## src/rtl/riscv_div_unit_if.sv

```systemverilog
// Request/response bundle between the execute stage and the iterative divider.
// Handshake: start is taken only while busy is low and kill is low; valid is a one-cycle result strobe.
interface riscv_div_unit_if #(
    parameter int XLEN = 32
);
    logic            start;
    logic [1:0]      op;
    logic [XLEN-1:0] a;
    logic [XLEN-1:0] b;
    logic            kill;
    logic            busy;
    logic            valid;
    logic [XLEN-1:0] result;
    logic            div_zero;
    logic            overflow;
    logic            stall;
    logic [2:0]      state_dbg;

    modport master (
        output start, op, a, b, kill,
        input  busy, valid, result, div_zero, overflow, stall, state_dbg
    );

    modport slave (
        input  start, op, a, b, kill,
        output busy, valid, result, div_zero, overflow, stall, state_dbg
    );
endinterface

```

## src/rtl/riscv_div_unit.sv

```systemverilog
// Iterative restoring divider for DIV/DIVU/REM/REMU, STEPS quotient bits per cycle,
// with one-cycle fast paths for divide-by-zero and signed overflow.
module riscv_div_unit #(
    parameter int XLEN  = 32,
    parameter int STEPS = 1
) (
    input  logic              clk,
    input  logic              rst,
    riscv_div_unit_if.slave   io
);
    localparam int ITERS = XLEN / STEPS;
    localparam int CNT_W = $clog2(ITERS) + 1;
    localparam logic [XLEN-1:0] MIN_NEG = {1'b1, {(XLEN-1){1'b0}}};

    generate
        if (!((XLEN == 32) || (XLEN == 64)) || !((STEPS == 1) || (STEPS == 2) || (STEPS == 4))
            || (XLEN % STEPS != 0)) begin : g_bad_params
            $error("riscv_div_unit: unsupported XLEN/STEPS combination");
        end
    endgenerate

    typedef enum logic [2:0] {S_IDLE, S_ABS, S_CALC, S_FIX, S_DONE} state_t;

    state_t            state_q, state_d;
    logic [XLEN-1:0]   q_q, rem_q, d_q, result_q;
    logic [CNT_W-1:0]  cnt_q;
    logic [1:0]        op_q;
    logic              a_neg_q, b_neg_q, zero_q, ovf_q;

    logic              signed_in, accept, zero_in, ovf_in;
    logic [XLEN-1:0]   q_step, rem_step, r_w, qq_w;
    logic [XLEN:0]     num_w;
    logic              ge_w;
    logic [XLEN-1:0]   quot_fin, rem_fin, res_fin;

    assign signed_in = ~io.op[0];
    assign accept    = (state_q == S_IDLE) && io.start && !io.kill;
    assign zero_in   = (io.b == '0);
    assign ovf_in    = signed_in && (io.a == MIN_NEG) && (io.b == '1);

    always_comb begin
        state_d = state_q;
        case (state_q)
            S_IDLE: if (accept) state_d = (zero_in || ovf_in) ? S_DONE : S_ABS;
            S_ABS:  state_d = S_CALC;
            S_CALC: if (cnt_q == CNT_W'(1)) state_d = S_FIX;
            S_FIX:  state_d = S_DONE;
            S_DONE: state_d = S_IDLE;
            default: state_d = S_IDLE;
        endcase
        if (io.kill && state_q != S_IDLE) state_d = S_IDLE;
    end

    // STEPS chained restoring steps; the partial difference is always below d, so XLEN bits hold it.
    always_comb begin
        r_w   = rem_q;
        qq_w  = q_q;
        num_w = '0;
        ge_w  = 1'b0;
        for (int i = 0; i < STEPS; i++) begin
            num_w = {r_w, qq_w[XLEN-1]};
            ge_w  = (num_w >= {1'b0, d_q});
            r_w   = ge_w ? (num_w[XLEN-1:0] - d_q) : num_w[XLEN-1:0];
            qq_w  = {qq_w[XLEN-2:0], ge_w};
        end
        rem_step = r_w;
        q_step   = qq_w;
    end

    // On the fast paths q_q still holds the raw dividend.
    assign quot_fin = zero_q ? '1   : (ovf_q ? MIN_NEG : q_q);
    assign rem_fin  = zero_q ? q_q  : (ovf_q ? '0      : rem_q);
    assign res_fin  = op_q[1] ? rem_fin : quot_fin;

    always_ff @(posedge clk or posedge rst) begin
        if (rst) state_q <= S_IDLE;
        else     state_q <= state_d;
    end

    always_ff @(posedge clk or posedge rst) begin
        if (rst) begin
            q_q      <= '0;
            rem_q    <= '0;
            d_q      <= '0;
            result_q <= '0;
            cnt_q    <= '0;
            op_q     <= '0;
            a_neg_q  <= 1'b0;
            b_neg_q  <= 1'b0;
            zero_q   <= 1'b0;
            ovf_q    <= 1'b0;
        end else begin
            case (state_q)
                S_IDLE: if (accept) begin
                    q_q     <= io.a;
                    d_q     <= io.b;
                    op_q    <= io.op;
                    a_neg_q <= signed_in & io.a[XLEN-1];
                    b_neg_q <= signed_in & io.b[XLEN-1];
                    zero_q  <= zero_in;
                    ovf_q   <= ovf_in;
                end
                S_ABS: begin
                    if (a_neg_q) q_q <= -q_q;
                    if (b_neg_q) d_q <= -d_q;
                    rem_q <= '0;
                    cnt_q <= CNT_W'(ITERS);
                end
                S_CALC: begin
                    q_q   <= q_step;
                    rem_q <= rem_step;
                    cnt_q <= cnt_q - CNT_W'(1);
                end
                S_FIX: begin
                    if (a_neg_q ^ b_neg_q) q_q <= -q_q;
                    if (a_neg_q)           rem_q <= -rem_q;
                end
                S_DONE: if (!io.kill) result_q <= res_fin;
                default: ;
            endcase
        end
    end

    assign io.busy      = (state_q != S_IDLE);
    assign io.valid     = (state_q == S_DONE) && !io.kill;
    assign io.div_zero  = io.valid && zero_q;
    assign io.overflow  = io.valid && ovf_q;
    assign io.result    = io.valid ? res_fin : result_q;
    assign io.stall     = accept || (state_q == S_ABS) || (state_q == S_CALC) || (state_q == S_FIX);
    assign io.state_dbg = state_q;
endmodule

```

## src/flat_wrapper.sv

```systemverilog
// flat-port wrapper written by rule: the top's interface ports become plain ports
module riscv_div_unit_flat 
#(
    parameter int XLEN  = 32,
    parameter int STEPS = 1
)
  (clk, rst, io_start, io_op, io_a, io_b, io_kill, io_busy, io_valid, io_result, io_div_zero, io_overflow, io_stall, io_state_dbg);
  riscv_div_unit_if #(.XLEN(XLEN)) io_i ();
  input  logic clk;
  input  logic rst;
  input wire logic [$bits(io_i.start)-1:0] io_start;
  input wire logic [$bits(io_i.op)-1:0] io_op;
  input wire logic [$bits(io_i.a)-1:0] io_a;
  input wire logic [$bits(io_i.b)-1:0] io_b;
  input wire logic [$bits(io_i.kill)-1:0] io_kill;
  output wire logic [$bits(io_i.busy)-1:0] io_busy;
  output wire logic [$bits(io_i.valid)-1:0] io_valid;
  output wire logic [$bits(io_i.result)-1:0] io_result;
  output wire logic [$bits(io_i.div_zero)-1:0] io_div_zero;
  output wire logic [$bits(io_i.overflow)-1:0] io_overflow;
  output wire logic [$bits(io_i.stall)-1:0] io_stall;
  output wire logic [$bits(io_i.state_dbg)-1:0] io_state_dbg;
  assign io_i.start = io_start;
  assign io_i.op = io_op;
  assign io_i.a = io_a;
  assign io_i.b = io_b;
  assign io_i.kill = io_kill;
  assign io_busy = io_i.busy;
  assign io_valid = io_i.valid;
  assign io_result = io_i.result;
  assign io_div_zero = io_i.div_zero;
  assign io_overflow = io_i.overflow;
  assign io_stall = io_i.stall;
  assign io_state_dbg = io_i.state_dbg;
  riscv_div_unit #(.XLEN(XLEN), .STEPS(STEPS)) u_core (.clk(clk), .rst(rst), .io(io_i));
endmodule
```

## config.mk

```make
export PLATFORM = sky130hd
export DESIGN_NAME = riscv_div_unit_flat
export DESIGN_NICKNAME = d
export VERILOG_FILES = /design/src/rtl/riscv_div_unit_if.sv /design/src/rtl/riscv_div_unit.sv /design/src/flat_wrapper.sv
export SDC_FILE = /design/constraint.sdc
export NUM_CORES = 1
export LEC_CHECK = 0
export ABC_AREA = 1
export CAP_MARGIN = 20
export CORE_MARGIN = 4
export CORE_UTILIZATION = 60
export DETAILED_ROUTE_END_ITERATION = 12
export PLACE_DENSITY = 0.83
export SYNTH_ARGS = -nofsm -noshare
export SYNTH_HDL_FRONTEND = slang
export SYNTH_SLANG_ARGS = --single-unit
export TNS_END_PERCENT = 100
```

## constraint.sdc

```tcl
create_clock -name clk -period 5.3 [get_ports clk]
set_input_delay 1.06 -clock clk [delete_from_list [all_inputs] [get_ports clk]]
set_output_delay 1.06 -clock clk [all_outputs]
set_load 0.03 [all_outputs]
```

Word level (Yosys, flattened, before mapping)
Cells that the tools add are included.

Bits of input ports: 70. RAM bits: 0. Bits in read-only memories: 0. Word-level logic and storage cells: 84. Output and inout bits: 40. Memories: 0. Register bits: 143. Latch bits: 0.

Bitwise gates (word level): 5. Shift-type cells: 0. Div/mod/pow operators: 0. Add/sub/neg operators: 5. $mul: 0. Muxes and demuxes: 22. $lt $le $gt $ge: 1. Equal/unequal tests: 14. Reductions and logical operators: 26.

Operators by type and width (count): $mux W32 (13); $pmux W32 S4 (1); $neg A32 Y32 (3); $pmux W32 S3 (1); $eq A32 B32 Y1 const B (2); $pmux W32 S2 (1); $ge A33 B32 Y1 (1); $logic_not A32 Y1 (1); $sub A32 B32 Y32 (1); $mux W3 (4); $pmux W3 S4 (1); $pmux W6 S2 (1); $ne A2 B1 Y1 const B (5); $logic_and A1 B1 Y1 (8); $reduce_and A2 Y1 (4); $eq A3 B2 Y1 const B (2); $eq A6 B1 Y1 const B (1); $reduce_bool A3 Y1 (2); $sub A6 B1 Y6 const B (1); $logic_or A1 B1 Y1 (4); $reduce_and A4 Y1 (1); $reduce_bool A2 Y1 (2); $reduce_bool A4 Y1 (1); $eq A3 B1 Y1 const B (1); 9 further kinds (11).

Logic depth before layout (Yosys ltp)
Gate-level depths: netlist of run 1.

Depth in word-level cells: 8. Gate-level depth with buffers: 18. Gate-level depth less buffers: 18.

Least setup slack after synthesis of run 1
Ideal clock, no wire load.

Path kind: input port to output port. Start point: input port io_kill. End point: output port io_result[0]. Path slack: 1753 ps. Stages: 6. Data arrival time: 2487 ps. Data required time: 4240 ps. Cells stage by stage: inv_1 nand3_1 inv_1 buf_1 o221ai_1 nand2_1.

Longest elaborated chain between the ends: 3.

Ends and longest elaborated chain: start: declaration (RTL line flat_wrapper.sv:15) `input wire logic [$bits(io_i.kill)-1:0] io_kill;`; $logic_not A1 Y1 (RTL line riscv_div_unit.sv:125) `assign io.valid = (state_q == S_DONE) && !io.kill;`; $logic_and A1 B1 Y1 (RTL line riscv_div_unit.sv:125); via io_valid (RTL line flat_wrapper.sv:17) `output wire logic [$bits(io_i.valid)-1:0] io_valid;`; $mux W32 (RTL line riscv_div_unit.sv:128) `assign io.result = io.valid ? res_fin : result_q;`; end: declaration (RTL line flat_wrapper.sv:18) `output wire logic [$bits(io_i.result)-1:0] io_result;`.

The timed path passes the listed nets, and every way through them passes these cells.

Worst setup path after layout of run 1
Start point: input port io_kill. End point: output port io_result[29].

Longest elaborated chain between the ends: 3.

Ends and longest elaborated chain (RTL line): $logic_not A1 Y1 (riscv_div_unit.sv:125); $logic_and A1 B1 Y1 (riscv_div_unit.sv:125); $mux W32 (riscv_div_unit.sv:128).

Every way passes these cells.

==> impl_metrics.env, run 1 <==
export IMPL_p_leak_nw=6.64
export IMPL_synthesis_area_um2=12100
export IMPL_ant_nets=0
export IMPL_post_cts_buffers=0
export IMPL_ys_flop_type="dfrtp_1"
export IMPL_tightest_slew_ns=1.03
export IMPL_dp_cells=2185
export IMPL_yosysTopAreaCell="dfrtp_1"
export IMPL_worstPathRequired_ns=4.24
export IMPL_cts_sinks=142
export IMPL_vdd_drop_max_uv=321
export IMPL_synth_avg_cell_area_um2=6.47
export IMPL_timing_final_crit_share_pct=85.8
export IMPL_place_congestion=1.03
export IMPL_layout_cells_non_filler=2217
export IMPL_synth_most_common_cell="nand2_1"
export IMPL_root_buffer="clkbuf_16"
export IMPL_clockPowerShare_pct=12.3
export IMPL_finClkSkew_ns=0.0178
export IMPL_drt_iter0_markers=1668
export IMPL_switching_share_pct=57.0
export IMPL_cts_resized=0
export IMPL_syn_inst=1867
export IMPL_power_frac_comb_pct=65.1
export IMPL_first_global_vias=12900
export IMPL_core_area_um2=19700
export IMPL_grt_max_degree=69
export IMPL_wl_um=42600
export IMPL_critPathArrivalTime_ns=3.49
export IMPL_yosysSeqAreaShare_pct=29.4
export IMPL_row_count=51
export IMPL_synth_top_area_share_pct=29.4
export IMPL_fin_crit_ns=4.55
export IMPL_cts_tree="done"
export IMPL_synth_nets=1975
export IMPL_hold_viol=0
export IMPL_synth_common_cells="459 x nand2_1, 254 x inv_1, 193 x nor2_1"
export IMPL_critical_path_class="input pin to primary output"
export IMPL_synthArstFlopShare_pct=100
export IMPL_grt_overflow_total=0
export IMPL_outcome="complete, no violations"
export IMPL_vias_per_cell=6.24
export IMPL_vias=13800
export IMPL_grt_pass1_wl_um=67300
export IMPL_netlist_top_cells_area="dfrtp_1 29%, nand2_1 14%, inv_1 7.9%"
export IMPL_r2r_cells=8
export IMPL_p_int_mw=4.37
export IMPL_clk_insertion_delay_late_ns=0.45
export IMPL_grtUsageTotal_pct=38.1
export IMPL_antennaDiodeCount=0
export IMPL_final_max_slew_viol_count=0
export IMPL_start_kind="input pin"
export IMPL_cts_buffer_depth=2
export IMPL_port_buffer_count=109
export IMPL_switching_power_mw=5.78
export IMPL_cap_viol_max_count=0
export IMPL_dpl_hpwl_um=32000
export IMPL_htreeDepth=4
export IMPL_path_clk_slew_ns=0.07
export IMPL_min_path_type="flop to flop"
export IMPL_syn_to_final_growth_pct=14.3
export IMPL_numCtsBuffers=17
export IMPL_synth_cell_types=49
export IMPL_antenna_found_initial=0
export IMPL_seq_power_share_pct=22.5
export IMPL_wl_per_cell_um=19.2
export IMPL_synth_edf_count=0
export IMPL_cts_hold_buf=0
export IMPL_die_h_um=150
export IMPL_die_area_um2=22500
export IMPL_p_per_area_nw_per_um2=735
export IMPL_end_kind="primary output"
export IMPL_io_pins=110
export IMPL_max_freq_mhz=220
export IMPL_relSlewSlack_pct=31.5
export IMPL_ys_ff_latch=142
export IMPL_total_power_mw=10.2
export IMPL_die_w_um=150
export IMPL_crit_fanout=32
export IMPL_drc=0
export IMPL_drt_first_pass_iters=6
export IMPL_finalSetupViolCount=0
export IMPL_layout_nets=2047
export IMPL_drive_above_1_share_pct=6.81
export IMPL_start_util_pct=61.4
export IMPL_whs_ns=0.480
export IMPL_synth_warning_count=0
export IMPL_tns_ns=0
export IMPL_rsz0062_at_grt="no"
export IMPL_hold_depth=2
[critical path, stage by stage]
cell and delay (ns):
clkdlybuf4s50_1 0.43, inv_1 0.12, nand3_1 0.34, inv_1 0.88, o221ai_1 0.27, nand2_1 0.19, buf_4 0.18
[per-layer routing]
| layer | share of wire (%) | track usage (%) |
|---|---|---|
| met3 | 11 | 6.42 |
| met1 | 38 | 50.5 |
| met5 | 0 | 0 |
| met4 | 5.7 | 19.7 |
| met2 | 45 | 60.1 |
[kinds of logic after synthesis]
logic type	synth area share [%]
adder cells (fa/ha/maj)	4.00
XOR/XNOR	1.81
AND/OR/NAND/NOR	35.4
buffers and inverters	10.9
AO/OA/AOI/OAI	18.4
flip-flops	29.4
[flip-flops by register name, indices dropped and copies added, names as in the netlist]
name                 count
u_core.zero_q            1
u_core.io.state_dbg      3
u_core.d_q              32
u_core.a_neg_q           1
u_core.ovf_q             1
u_core.op_q              1
u_core.result_q         32
u_core.rem_q            32
u_core.cnt_q             6
u_core.b_neg_q           1
u_core.q_q              32
[through the flow]
step           utilization (%)  instance area, um^2  worst slack, ns
4_1_cts                   70.2                13800            0.776
5_1_grt                   70.2                13800            0.529
2_1_floorplan                -                12100            0.430
3_3_place_gp              67.2                13200            0.854
6_report                  70.2                13800            0.754
3_5_place_dp              67.2                13200            0.786
[path summary, 6_finish.rpt]
check	startpoint	end	slack (ns)
hold reg to reg	u_core.result_q[4]	u_core.result_q[4]	0.48
min in group asynchronous	rst	u_core.q_q[9]	1.08
hold / removal	u_core.result_q[4]	u_core.result_q[4]	0.48
setup reg to reg	u_core.io.state_dbg[2]	u_core.rem_q[9]	1.95
max in group asynchronous	rst	u_core.d_q[22]	3.21
setup / recovery	io_kill	io_result[29]	0.75
[layout make-up]
class / count / area (um^2)
Clock buffer: 17 / 425
Clock inverter: 15 / 171
Fill cell: 1764 / 5850
Inverter: 268 / 1010
Multi-Input combinational cell: 1390 / 7220
Sequential cell: 142 / 3550
Tap cell: 265 / 332
Timing Repair Buffer: 120 / 1090
[placed cells by master, fill, tap and decap left out, drive strengths merged, types with 3 or more instances in the layout]
cell type / netlist / routed
a21oi: 117 / 117
a221oi: 24 / 24
a22oi: 35 / 35
a31oi: 12 / 12
and2: 4 / 4
buf: 29 / 43
clkbuf: 38 / 17
clkdlybuf4s50: 0 / 77
clkinv: 0 / 3
clkinvlp: 0 / 3
dfrtp: 142 / 142
ha: 37 / 37
inv: 268 / 276
nand2: 467 / 467
nand3: 176 / 176
nand3b: 4 / 4
nand4: 46 / 46
nor2: 211 / 211
nor3: 25 / 25
nor4: 26 / 26
o211ai: 19 / 19
o21ai: 101 / 101
o21bai: 4 / 4
o221ai: 31 / 31
o22ai: 13 / 13
or2: 3 / 3
xnor2: 14 / 14
xor2: 11 / 11
[power by group through the flow]
stage	Combinational [mW]	Sequential (mW)	Clock [mW]
2_1_floorplan	4.88	1.99	0
3_3_place_gp	6.28	2.25	0
3_5_place_dp	6.41	2.25	0
4_1_cts	6.46	2.24	1.25
5_1_grt	7.34	2.32	1.30
6_report	6.61	2.29	1.25
No activity file was read; power rests on OpenSTA's default activity.
==> run 2: changes to the inputs <==
Settings changed: ABC_AREA 1 to not set, CORE_UTILIZATION 60 to 58, PLACE_DENSITY 0.83 to 0.81.
==> run 2 against run 1 <==
Net effect:
- sequential share of layout area up 3.2 points
- design area down 11%
- wire length fell by 16%
- first-iteration DRC count shrank 17%
- register-to-register slack got worse by 0.30 ns
- count of clock-buffer cells in the layout is 2 higher
- non-clock buffer count up 9
- sequential power barely moved
- global-route usage down 3.3 points
- synthesized area fell by 14%
- critical endpoint is now io_result[17]
==> impl_metrics.env, run 2 <==
export IMPL_nFillCells=1460
export IMPL_antenna_found_initial=0
export IMPL_root_buffer="clkbuf_16"
export IMPL_path_clk_slew_ns=0.06
export IMPL_dpl_hpwl_um=25900
export IMPL_clk_insertion_delay_late_ns=0.44
export IMPL_post_cts_buffers=0
export IMPL_finalSetupViolCount=0
export IMPL_row_count=48
export IMPL_io_pins=110
export IMPL_worstPathRequired_ns=4.24
export IMPL_ys_ff_latch=142
export IMPL_final_area_um2=12300
export IMPL_layout_cells_non_filler=1604
export IMPL_die_h_um=142
export IMPL_end_kind="primary output"
export IMPL_cts_hold_buf=0
export IMPL_port_buffer_count=109
export IMPL_start_util_pct=59.7
export IMPL_fin_util_pct=70.5
export IMPL_ant_nets=0
export IMPL_timing_final_crit_share_pct=80.9
export IMPL_wl_per_cell_um=22.2
export IMPL_layout_commonest_cell="o21ai_0"
export IMPL_finClkSkew_ns=0.0105
export IMPL_grt_overflow_total=0
export IMPL_vias=11300
export IMPL_tns_ns=0
export IMPL_synthesis_area_um2=10400
export IMPL_drt_first_pass_iters=9
export IMPL_synth_edf_count=0
export IMPL_hold_viol=0
export IMPL_syn_to_final_growth_pct=18.0
export IMPL_p_leak_nw=5.01
export IMPL_cts_resized=0
export IMPL_crit_fanout=65
export IMPL_cts_buffer_depth=2
export IMPL_synth_top_area_share_pct=34.2
export IMPL_fin_crit_ns=4.29
export IMPL_yosysTopAreaCell="dfrtp_1"
export IMPL_place_congestion=0.981
export IMPL_synth_nets=1410
export IMPL_yosysSeqAreaShare_pct=34.2
export IMPL_synth_most_common_cell="o21ai_0"
export IMPL_syn_inst=1302
export IMPL_whs_ns=0.475
export IMPL_cts_tree="done"
export IMPL_synth_warning_count=0
export IMPL_vdd_drop_max_uv=709
export IMPL_outcome="complete, no violations"
export IMPL_layout_nets=1474
export IMPL_rsz0062_at_grt="no"
export IMPL_antennaDiodeCount=0
export IMPL_critPathArrivalTime_ns=3.23
export IMPL_synth_avg_cell_area_um2=7.99
export IMPL_grtUsageTotal_pct=34.9
export IMPL_synthArstFlopShare_pct=100
export IMPL_drt_iter0_markers=1377
export IMPL_dp_cells=1569
export IMPL_tightest_slew_ns=1.01
export IMPL_numCtsBuffers=17
export IMPL_netlist_top_cells_area="dfrtp_1 34%, o21ai_0 7.7%, nand2_1 4.7%"
export IMPL_start_kind="input pin"
export IMPL_grt_pass1_wl_um=55700
export IMPL_grt_max_degree=116
export IMPL_cts_sinks=142
export IMPL_place_area_um2=11600
export IMPL_total_power_mw=8.45
export IMPL_synth_common_cells="161 x o21ai_0, 142 x dfrtp_1, 129 x nand2_1"
export IMPL_drive_above_1_share_pct=7.18
export IMPL_place_ws_ns=1.06
export IMPL_min_path_type="flop to flop"
export IMPL_die_area_um2=20100
export IMPL_p_per_area_nw_per_um2=689
export IMPL_relSlewSlack_pct=32.2
export IMPL_synth_cell_types=75
export IMPL_die_w_um=142
export IMPL_max_freq_mhz=233
export IMPL_drc=0
export IMPL_timing_final_ws_setup_ns=1.01
export IMPL_critical_path_class="input pin to primary output"
export IMPL_ys_flop_type="dfrtp_1"
export IMPL_wl_um=35600
export IMPL_final_max_slew_viol_count=0
export IMPL_layout_common_cells="160 x o21ai_0, 142 x dfrtp_1, 129 x nand2_1"
export IMPL_core_area_um2=17400
export IMPL_htreeDepth=4
export IMPL_vias_per_cell=7.02
export IMPL_cap_viol_max_count=0
export IMPL_first_global_vias=10300
[run 2: power breakdown]
part	leakage (nW)	internal (mW)	switching, mW
clock network	0.283	0.726	0.521
registers	1.81	1.55	0.730
logic	2.92	1.89	3.03
total	5.01	4.16	4.29
[run 2: critical path, cell delays in order]
cell and delay [ns]:
clkdlybuf4s50_1 0.51, nand3b_1 0.12, buf_4 0.46, nand2_1 0.13
o21ai_0 0.15, clkdlybuf4s50_1 0.73
[run 2: logic make-up after synthesis]
family | share of synthesized area [%]
AOI/OAI and AO/OA | 28.9
xor gates and xnor gates | 2.69
adders and majority gates | 4.64
buffers and inverters | 5.03
DFF | 34.2
muxes | 1.78
and+or+nand+nor | 22.9
[run 2: area by class of cell]
type                       instances  area [um^2]  share of cell area (%)
multi-input combinational       1023         6350                    51.8
timing repair buffer             129         1280                    10.4
clock buffer                      19          453                    3.69
inverter                          53          204                    1.66
clock inverter                    13          151                    1.23
tap                              225          282                    2.29
sequential                       142         3550                    29.0
[run 2: layer usage]
metal / global-route usage (%) / part of all wire [%] / vias to the layer above
li1: - / - / 5078
met5: 0 / 0 / -
met4: 13.7 / 4.3 / 0
met2: 52.4 / 43 / 735
met3: 8.43 / 12 / 141
met1: 48.9 / 41 / 5310
[run 2: path summary, 6_finish.rpt]
| kind | slack (ns) | to | from | cells after the start |
|---|---|---|---|---|
| worst max-delay path | 1.01 | io_result[17] | io_kill | 6 |
| worst min-delay path | 0.48 | u_core.cnt_q[5] | u_core.cnt_q[5] | 1 |
| worst max register to register | 1.65 | u_core.d_q[30] | u_core.d_q[1] | 11 |
| worst min register to register | 0.48 | u_core.cnt_q[5] | u_core.cnt_q[5] | 1 |
| max in group asynchronous | 3.20 | u_core.d_q[13] | rst | 4 |
| min in group asynchronous | 0.93 | u_core.q_q[13] | rst | 2 |
